### config.mk
export PLATFORM = sky130hd
export DESIGN_NAME = vga_layer_compositor
export DESIGN_NICKNAME = d
export VERILOG_FILES = /design/src/rtl/vga_layer_compositor.sv
export SDC_FILE = /design/constraint.sdc
export NUM_CORES = 1
export LEC_CHECK = 0
export CAP_MARGIN = 20
export CORE_AREA = 2 2 137 273
export DETAILED_ROUTE_END_ITERATION = 10
export DIE_AREA = 0 0 139 275
export DONT_BUFFER_PORTS = 1
export PLACE_DENSITY = 0.5
export SYNTH_ARGS = -nofsm -noshare
export SYNTH_HDL_FRONTEND = slang
export SYNTH_SLANG_ARGS = --single-unit
### constraint.sdc
create_clock -name clk -period 3.05 [get_ports clk]
set_input_delay 0.4575 -clock clk [delete_from_list [all_inputs] [get_ports clk]]
set_output_delay 0.4575 -clock clk [all_outputs]
set_load 0.05 [all_outputs]
### src/rtl/vga_layer_compositor.sv
// VGA layer compositor: raster timing, pipe/bird/background composition with
// fixed priority, once-per-frame shadow latching and bird/pipe collision flag.
// The reset input is asserted asynchronously; its release is expected to be
// synchronous to clk (driven from an upstream reset synchroniser).
module vga_layer_compositor #(
    parameter int          NUM_PIPES       = 4,
    parameter int          PIXEL_DIV       = 4,
    parameter int          H_ACTIVE        = 640,
    parameter int          H_FP            = 16,
    parameter int          H_SYNC          = 96,
    parameter int          H_BP            = 48,
    parameter int          V_ACTIVE        = 480,
    parameter int          V_FP            = 10,
    parameter int          V_SYNC          = 2,
    parameter int          V_BP            = 33,
    parameter int          PIPE_WIDTH      = 60,
    parameter int          PIPE_CAP_HEIGHT = 20,
    parameter int          GAP_HEIGHT      = 120,
    parameter int          BIRD_LEFT_EDGE  = 90,
    parameter int          BIRD_WIDTH      = 35,
    parameter int          BIRD_HEIGHT     = 35,
    parameter logic [11:0] BG_COLOR        = 12'h4CF,
    parameter logic [11:0] PIPE_COLOR      = 12'h2A2,
    parameter logic [11:0] CAP_COLOR       = 12'h171,
    parameter logic [11:0] BIRD_COLOR      = 12'hFE0
) (
    input  logic                      clk,
    input  logic                      reset,
    input  logic [32*NUM_PIPES-1:0]   pipe_regs,
    input  logic [31:0]               bird_reg,
    output logic                      hSync,
    output logic                      vSync,
    output logic [3:0]                VGA_R,
    output logic [3:0]                VGA_G,
    output logic [3:0]                VGA_B,
    output logic                      frame_done,
    output logic                      collision
);

    localparam int H_TOTAL = H_ACTIVE + H_FP + H_SYNC + H_BP;
    localparam int V_TOTAL = V_ACTIVE + V_FP + V_SYNC + V_BP;
    localparam int DIV_W   = (PIXEL_DIV > 1) ? $clog2(PIXEL_DIV) : 1;

    typedef struct packed {
        logic       valid;
        logic [8:0] gap_top;
        logic [10:0] left;
    } pipe_t;

    // Returns {hit, cap} for one pipe at raster position (x, y).
    function automatic logic [1:0] pipe_hit(input pipe_t p, input logic [10:0] x, input logic [9:0] y);
        logic signed [11:0] left_s, right_s, x_s;
        logic [9:0]         gap_top, gap_end;
        logic               in_x, in_gap, in_cap, hit;
        left_s  = {p.left[10], p.left};
        right_s = left_s + $signed(12'(PIPE_WIDTH));
        x_s     = $signed({1'b0, x});
        in_x    = (x_s >= left_s) && (x_s < right_s);
        gap_top = {1'b0, p.gap_top};
        gap_end = gap_top + 10'(GAP_HEIGHT);
        in_gap  = (y >= gap_top) && (y < gap_end);
        // Upper cap written as y+CAP >= gap_top so a gap near the top never underflows.
        in_cap  = ((y + 10'(PIPE_CAP_HEIGHT) >= gap_top) && (y < gap_top)) ||
                  ((y >= gap_end) && (y < gap_end + 10'(PIPE_CAP_HEIGHT)));
        hit     = p.valid && in_x && !in_gap;
        return {hit, hit && in_cap};
    endfunction

    logic [DIV_W-1:0]        div_q, div_d;
    logic [10:0]             x_q, x_d;
    logic [9:0]              y_q, y_d;
    logic                    pix_tick, latch;

    pipe_t [NUM_PIPES-1:0]   pipe_in, pipe_sh_q;
    logic [8:0]              bird_sh_q;
    logic                    unused_bits;

    logic [NUM_PIPES-1:0]    pipe_hit_d, cap_hit_d;
    logic                    bird_hit_d, active_d, hs_raw_d, vs_raw_d;
    logic [NUM_PIPES-1:0]    s1_pipe_q, s1_cap_q;
    logic                    s1_bird_q, s1_active_q, s1_hs_q, s1_vs_q;

    logic [11:0]             rgb_d, rgb_q;
    logic                    hs_q, vs_q, acc_q, coll_q, frame_done_q;

    assign pix_tick = (div_q == DIV_W'(PIXEL_DIV - 1));
    assign latch    = pix_tick && (x_q == 11'(H_TOTAL - 1)) && (y_q == 10'(V_ACTIVE - 1));

    // Next-state for the pixel divider and raster counters.
    always_comb begin
        // NOTE: every variable gets a default first so no latch is inferred.
        div_d = div_q + DIV_W'(1);
        x_d   = x_q;
        y_d   = y_q;
        if (pix_tick) begin
            div_d = '0;
            if (x_q == 11'(H_TOTAL - 1)) begin
                x_d = '0;
                y_d = (y_q == 10'(V_TOTAL - 1)) ? '0 : y_q + 10'd1;
            end else begin
                x_d = x_q + 11'd1;
            end
        end
    end

    // Pixel divider and raster counters.
    always_ff @(posedge clk or negedge reset) begin
        if (!reset) begin
            div_q <= '0;
            x_q   <= '0;
            y_q   <= '0;
        end else begin
            // NOTE: sequential state uses non-blocking assignments so all flops update together.
            div_q <= div_d;
            x_q   <= x_d;
            y_q   <= y_d;
        end
    end

    // Unpack pipe registers; fold the ignored register bits into a sink.
    always_comb begin
        unused_bits = ^bird_reg[31:9];
        for (int i = 0; i < NUM_PIPES; i++) begin
            pipe_in[i]  = '{valid:   pipe_regs[32*i+31],
                            gap_top: pipe_regs[32*i+11 +: 9],
                            left:    pipe_regs[32*i +: 11]};
            unused_bits = unused_bits ^ (^pipe_regs[32*i+20 +: 11]);
        end
    end

    // Frame latch: shadow copies, collision report and frame pulse.
    always_ff @(posedge clk or negedge reset) begin
        if (!reset) begin
            pipe_sh_q    <= '0;
            bird_sh_q    <= '0;
            acc_q        <= 1'b0;
            coll_q       <= 1'b0;
            frame_done_q <= 1'b0;
        end else begin
            frame_done_q <= latch;
            if (latch) begin
                pipe_sh_q <= pipe_in;
                bird_sh_q <= bird_reg[8:0];
                coll_q    <= acc_q;
                acc_q     <= 1'b0;
            end else if (pix_tick && s1_active_q && s1_bird_q && (|s1_pipe_q)) begin
                acc_q <= 1'b1;
            end
        end
    end

    // Hit detection and raw timing for the current raster position.
    always_comb begin
        pipe_hit_d = '0;
        cap_hit_d  = '0;
        for (int i = 0; i < NUM_PIPES; i++) begin
            {pipe_hit_d[i], cap_hit_d[i]} = pipe_hit(pipe_sh_q[i], x_q, y_q);
        end
        bird_hit_d = (x_q >= 11'(BIRD_LEFT_EDGE)) && (x_q < 11'(BIRD_LEFT_EDGE + BIRD_WIDTH)) &&
                     (y_q >= {1'b0, bird_sh_q}) && (y_q < {1'b0, bird_sh_q} + 10'(BIRD_HEIGHT));
        active_d   = (x_q < 11'(H_ACTIVE)) && (y_q < 10'(V_ACTIVE));
        hs_raw_d   = !((x_q >= 11'(H_ACTIVE + H_FP)) && (x_q < 11'(H_ACTIVE + H_FP + H_SYNC)));
        vs_raw_d   = !((y_q >= 10'(V_ACTIVE + V_FP)) && (y_q < 10'(V_ACTIVE + V_FP + V_SYNC)));
    end

    // Stage 1: register hit flags with matching active and sync.
    always_ff @(posedge clk or negedge reset) begin
        if (!reset) begin
            s1_pipe_q   <= '0;
            s1_cap_q    <= '0;
            s1_bird_q   <= 1'b0;
            s1_active_q <= 1'b0;
            s1_hs_q     <= 1'b1;
            s1_vs_q     <= 1'b1;
        end else if (pix_tick) begin
            s1_pipe_q   <= pipe_hit_d;
            s1_cap_q    <= cap_hit_d;
            s1_bird_q   <= bird_hit_d;
            s1_active_q <= active_d;
            s1_hs_q     <= hs_raw_d;
            s1_vs_q     <= vs_raw_d;
        end
    end

    // Layer priority: lowest-index pipe over higher pipes over bird over background.
    always_comb begin
        rgb_d = BG_COLOR;
        if (s1_bird_q) rgb_d = BIRD_COLOR;
        for (int i = NUM_PIPES - 1; i >= 0; i--) begin
            if (s1_pipe_q[i]) rgb_d = s1_cap_q[i] ? CAP_COLOR : PIPE_COLOR;
        end
        if (!s1_active_q) rgb_d = 12'h000;
    end

    // Stage 2: registered colour and sync outputs.
    always_ff @(posedge clk or negedge reset) begin
        if (!reset) begin
            rgb_q <= 12'h000;
            hs_q  <= 1'b1;
            vs_q  <= 1'b1;
        end else if (pix_tick) begin
            rgb_q <= rgb_d;
            hs_q  <= s1_hs_q;
            vs_q  <= s1_vs_q;
        end
    end

    assign {VGA_R, VGA_G, VGA_B} = rgb_q;
    assign hSync      = hs_q;
    assign vSync      = vs_q;
    assign frame_done = frame_done_q;
    assign collision  = coll_q;

endmodule

After elaboration in Yosys (flattened, before gate mapping)

Index checks and enable logic that the tools add are counted.

Bits of input ports: 162
ROM bits: 0
Register bits: 145
Memory bits (writable): 0
Word-level logic and storage cells: 158
Memories: 0
Latch bits: 0

Eq/ne operators: 4
Div/mod/pow operators: 0
Multipliers: 0
Reductions and logical operators: 52
Magnitude comparators: 42
Mux-type cells: 15
Shift operators: 0
Bitwise operators: 0
Add/sub/neg operators: 17

Operator list:

| cell                  | number |
|---|---|
| $ge 10x9->1           | 9 |
| $lt 10x10->1          | 9 |
| $mux 12               | 6 |
| $add 10x5->10 const B | 5 |
| $mux 10               | 5 |
| $add 11x7->12 const B | 4 |
| $ge 12x11->1          | 4 |
| $lt 12x12->1          | 4 |
| $add 9x7->10 const B  | 4 |
| $ge 10x10->1          | 4 |
| $lt 10x9->1           | 4 |
| $logic_and 1x1->1     | 39 |
| $lt 11x10->1 const B  | 2 |
| $lt 10x9->1 const B   | 2 |
| $add 11x1->11 const B | 1 |
| $eq 11x10->1 const B  | 1 |
| $ge 11x10->1 const B  | 1 |
| $ge 11x7->1 const B   | 1 |
| $lt 11x7->1 const B   | 1 |
| $mux 11               | 1 |
| $add 10x1->10 const B | 1 |
| $add 9x6->10 const B  | 1 |
| $eq 10x10->1 const B  | 1 |
| $eq 10x9->1 const B   | 1 |
| other kinds (10)      | 19 |

Depth between registers and ports, before layout

Depth in word-level cells: 6
Gate-level depth with buffers: 13
Mapped depth without buffers: 13

Least setup slack after synthesis

Ideal clock, no wire load.

Path type: reg-to-reg
Start point: reg y_q[3]
End point: reg s1_cap_q[2]
Stages on the path, launching flop included: 11
Setup time: 0.132 ns
Path slack: 0.066 ns
Arrival: 2.852 ns
Path buffers: 1
Clock period less this slack: 2.984 ns
Cells stage by stage: dfrtp_1 ha_1 clkbuf_1 xnor2_1 ha_1 a21o_1 a2111oi_0 o21ai_0 a311o_1 a32oi_1 o22ai_1

Word-level cells in the longest chain between the ends: 5
Elaborated cells between the ends (all ways): 14
Those cells by class: 1 x add/sub; 6 x order compare; 7 x reduce/logical

RTL lines:

| item                                                  | RTL line | RTL |
|---|---|---|
| start: declaration                                    | 71       | `logic [9:0] y_q, y_d;` |
| start signal: assignment                              | 116      | `y_q <= y_d;` |
| $add 10x5->10, or another cell as far along           | 63       | `in_cap = ((y + 10'(PIPE_CAP_HEIGHT) >= gap_top) && (y < gap_top)) \|\|` |
| $ge 10x9->1 or $logic_and 1x1->1 (tied branches)      | 63, 61   |  |
| $logic_and 1x1->1 or $logic_not 1->1 (tied branches)  | 63, 65   |  |
| $logic_or 1x1->1 or $logic_and 1x1->1 (tied branches) | 63, 65   |  |
| $logic_and 1x1->1 (*)                                 | 66       | `return {hit, hit && in_cap};` |
| end signal: assignment                                | 177      | `s1_cap_q <= cap_hit_d;` |
| end: declaration                                      | 80       | `logic [NUM_PIPES-1:0] s1_pipe_q, s1_cap_q;` |

Mark *: on every way between the ends. The rest lies on a longest branch, timed or not.
A chain may end at the register's enable or synchronous reset.

Final worst setup path

Start point: reg y_q[3]
End point: reg s1_cap_q[3]

The elaborated chain is that of the path after synthesis.

==> reports/results.ini <==
[critical_path]
cp_data_arrival_time_ps = 3250
critPathMaxFanout = 8
worst_r2r_path_depth = 12
cp_data_required_time_ps = 3370
slowest_delay_ps = 460
critPathCaptureType = flip-flop
crit_chain = buf_4 -> buf_4 -> ha_1 -> inv_1 -> ha_1 -> a21o_1 -> a2111oi_0 -> o21ai_0 -> a311oi_1 -> a2bb2oi_1 -> buf_4 -> o22ai_1
crit_path_frequent_cell = buf_4
r2r_slack_ps = 120
cp_num_buf_inv = 4
cp.depth = 12
r2r_start = y_q[3]
crit_path_top_delay_cell = a2111oi_0
critPathTopFamily = compound AO/OA/AOI/OAI gates
worst_setup_path_start_kind = flip-flop
criticalPathCategory = reg -> reg
r2r-end = s1_cap_q[3]

[clocking]
cts_tree = done
clkTransAtPathRegs_ps = 70
numCtsBuffers = 17
clock_latency_ps = 460
clock-sinks = 144
clk_path_buf_depth = 2
cts_root_buf = clkbuf_16
h-tree-depth = 4

[finish]
antennaDiodeCount = 0
fin_nets = 1939
drive_gt1_share_pct = 9.76
area_growth_pct = 13.5

[sta]
fmax_mhz = 342
setup_ws_ps = 124
relSlewSlack_pct = 40.1
setup_viol = 0
worst_slew_pin_slew_ps = 898
slew_viol_final = 0
fin_crit_ps = 2930
timing.hold.ws_ps = -299
skew_ps = 12.2
hold_viol = 144
finalCritPeriodShare_pct = 95.9
fin_setup_tns_ps = 0

[grt]
antenna_found_initial = 0
grt_use_total_pct = 18.8
grt_pass1_vias = 11100
grt_pass1_wl_um = 57300
overflow = 0
grt_max_degree = 145

[synth]
syn_nets = 1876
syn_area_per_cell_um2 = 8.54
synth_top_area_share_pct = 27.9
synth_ff_type = dfrtp_1
synth_area_um2 = 12600
yosysTopAreaCell = dfrtp_1
syn_inst = 1471
async_reset_ff_share_pct = 100
synth-edff-count = 0
synth_area_leaders = dfrtp_1, ha_1, nand2_1
ys_types = 72
synth-seq-area-share_pct = 28.7
yosysWarningCount = 0
synth-seq-cells = 144

[run_status]
status = complete, but fails checks
violations = negative hold slack

[routing]
route.detailed.drc = 0
ant_nets = 0
avgRoutedWirePerCell_um = 17.6
vias_per_cell = 5.32
wl_um = 35200
vias = 10600
drt_iter0_markers = 439
dr.pass1.iters = 5

[floorplanning]
io_pins = 178
fp.dieW_um = 139
rows = 99
fp.coreArea_um2 = 36200
initial_core_util_pct = 34.7
fp.dieH_um = 275
die-area_um2 = 38200

[flow_run]
maxCapViolCount = 0

[place]
gp_congestion = 0.878
preCtsSetupSlack_ps = 69.1
hpwl_um = 27300
portBuffers = 0

[pwr]
vdd_drop_max_mv = 0.395
power-per-cell-area_nw_per_um2 = 283
leakage_uw = 0.00770

[worst_hold_path]
min_path_type = in -> async

[final cells by class]
type | instances | area, um^2
fillers | 3694 | 21900
multi-input cells | 1171 | 8400
flip-flops and latches | 144 | 3610
repair buffers | 80 | 638
well taps | 454 | 568
inverters | 120 | 450
clock buffers | 18 | 439
clock inverters | 14 | 149
[Yosys cell counts (13+ instances only)]
cell type / count
nand2_1: 334
ha_1: 243
dfrtp_1: 140
inv_1: 120
xnor2_1: 74
nor2_1: 61
a21oi_1: 51
o21ai_0: 49
nand3_1: 35
a21o_1: 29
nor3_1: 25
nand4_1: 24
o21a_1: 21
clkbuf_1: 14
nand2b_1: 14
a211oi_1: 13
nor4_1: 13
xor2_1: 13
[metal layers]
layer	vias up	wire length [um]	GRT usage [%]
li1	5307	-	-
met1	5069	15200	22.4
met2	211	17800	33.5
met3	52	1150	2.75
met4	0	1120	7.95
met5	-	0	0
[cell usage in the layout, fill, tap and decap left out, types with 7 or more instances in the layout]
cell       netlist  layout
nand2_1        334     334
ha_1           243     241
dfrtp_1        140     140
inv_1          120     119
buf_4            1      77
xnor2_1         74      67
nor2_1          61      61
a21oi_1         51      50
o21ai_0         49      47
nand3_1         35      35
a21o_1          29      29
nand4_1         24      24
o21a_1          21      21
nor3_1          25      18
clkbuf_16        0      17
nand2b_1        14      14
xor2_1          13      13
nor4_1          13      12
nand3b_1        12      12
nor2b_1         12      12
a31oi_1         10      10
a211oi_1        13      10
o2111ai_1        9       9
o211ai_1         9       9
a2111oi_0       11       8
nor3_2           0       7
and3_1           7       7
xnor2_2          0       7
o22ai_1          7       7
[worst max path at each step]
stage	start	end	slack [ps]
CTS	y_q[2]	s1_cap_q[2]	70
finish	y_q[3]	s1_cap_q[3]	120
detailed placement	y_q[2]	s1_cap_q[2]	70
global route	pipe_sh_q[78]	s1_cap_q[3]	-20
global placement	y_q[2]	s1_cap_q[2]	30
floorplan	y_q[3]	s1_cap_q[2]	70
[registers in the layout (all words and copies together) (netlist names), 2 cells and up]
name       count
pipe_sh_q     84
s1_pipe_q      4
x_q           11
bird_sh_q      9
s1_cap_q       4
y_q           10
rgb_q         11
div_q          2
[power by group]
| group | total, uW | switching, uW | internal [uW] |
|---|---|---|---|
| sequential | 1910 | 0 | 1910 |
| combinational | 1.36 | 0 | 1.35 |
| clock | 2130 | 958 | 1170 |
[metrics by stage]
step | cells | hold WS, ps | util [%] | cell area, um^2 | total power (uW)
after floorplan | 1471 | 162 | - | 12600 | 1950
after global placement | 1968 | 166 | 37.4 | 13500 | 1950
after detailed placement | 1968 | 168 | 37.4 | 13500 | 1950
after CTS | 2000 | -322 | 39.1 | 14100 | 4110
after global routing | 2001 | -320 | 39.4 | 14300 | 4180
final | 2001 | -299 | 39.4 | 14300 | 4040
[cell families after synthesis]
logic type               after synthesis  share of synthesized area, %
buffers and inverters                156                          5.47
XOR/XNOR                              87                          6.07
AND/OR/NAND/NOR                      568                          20.5
flip-flops                           144                          28.7
adder cells (fa/ha/maj)              243                          24.2
multiplexers                           6                         0.528
AO/OA/AOI/OAI                        267                          14.5
[repair_timing]
action                                  4_1_cts  5_1_grt
endpoints found under the setup margin        0        5
gates resized for setup                       0       31
setup buffers                                 0        1
hold endpoints to repair                    144      144
No activity file was read; power rests on OpenSTA's default activity.
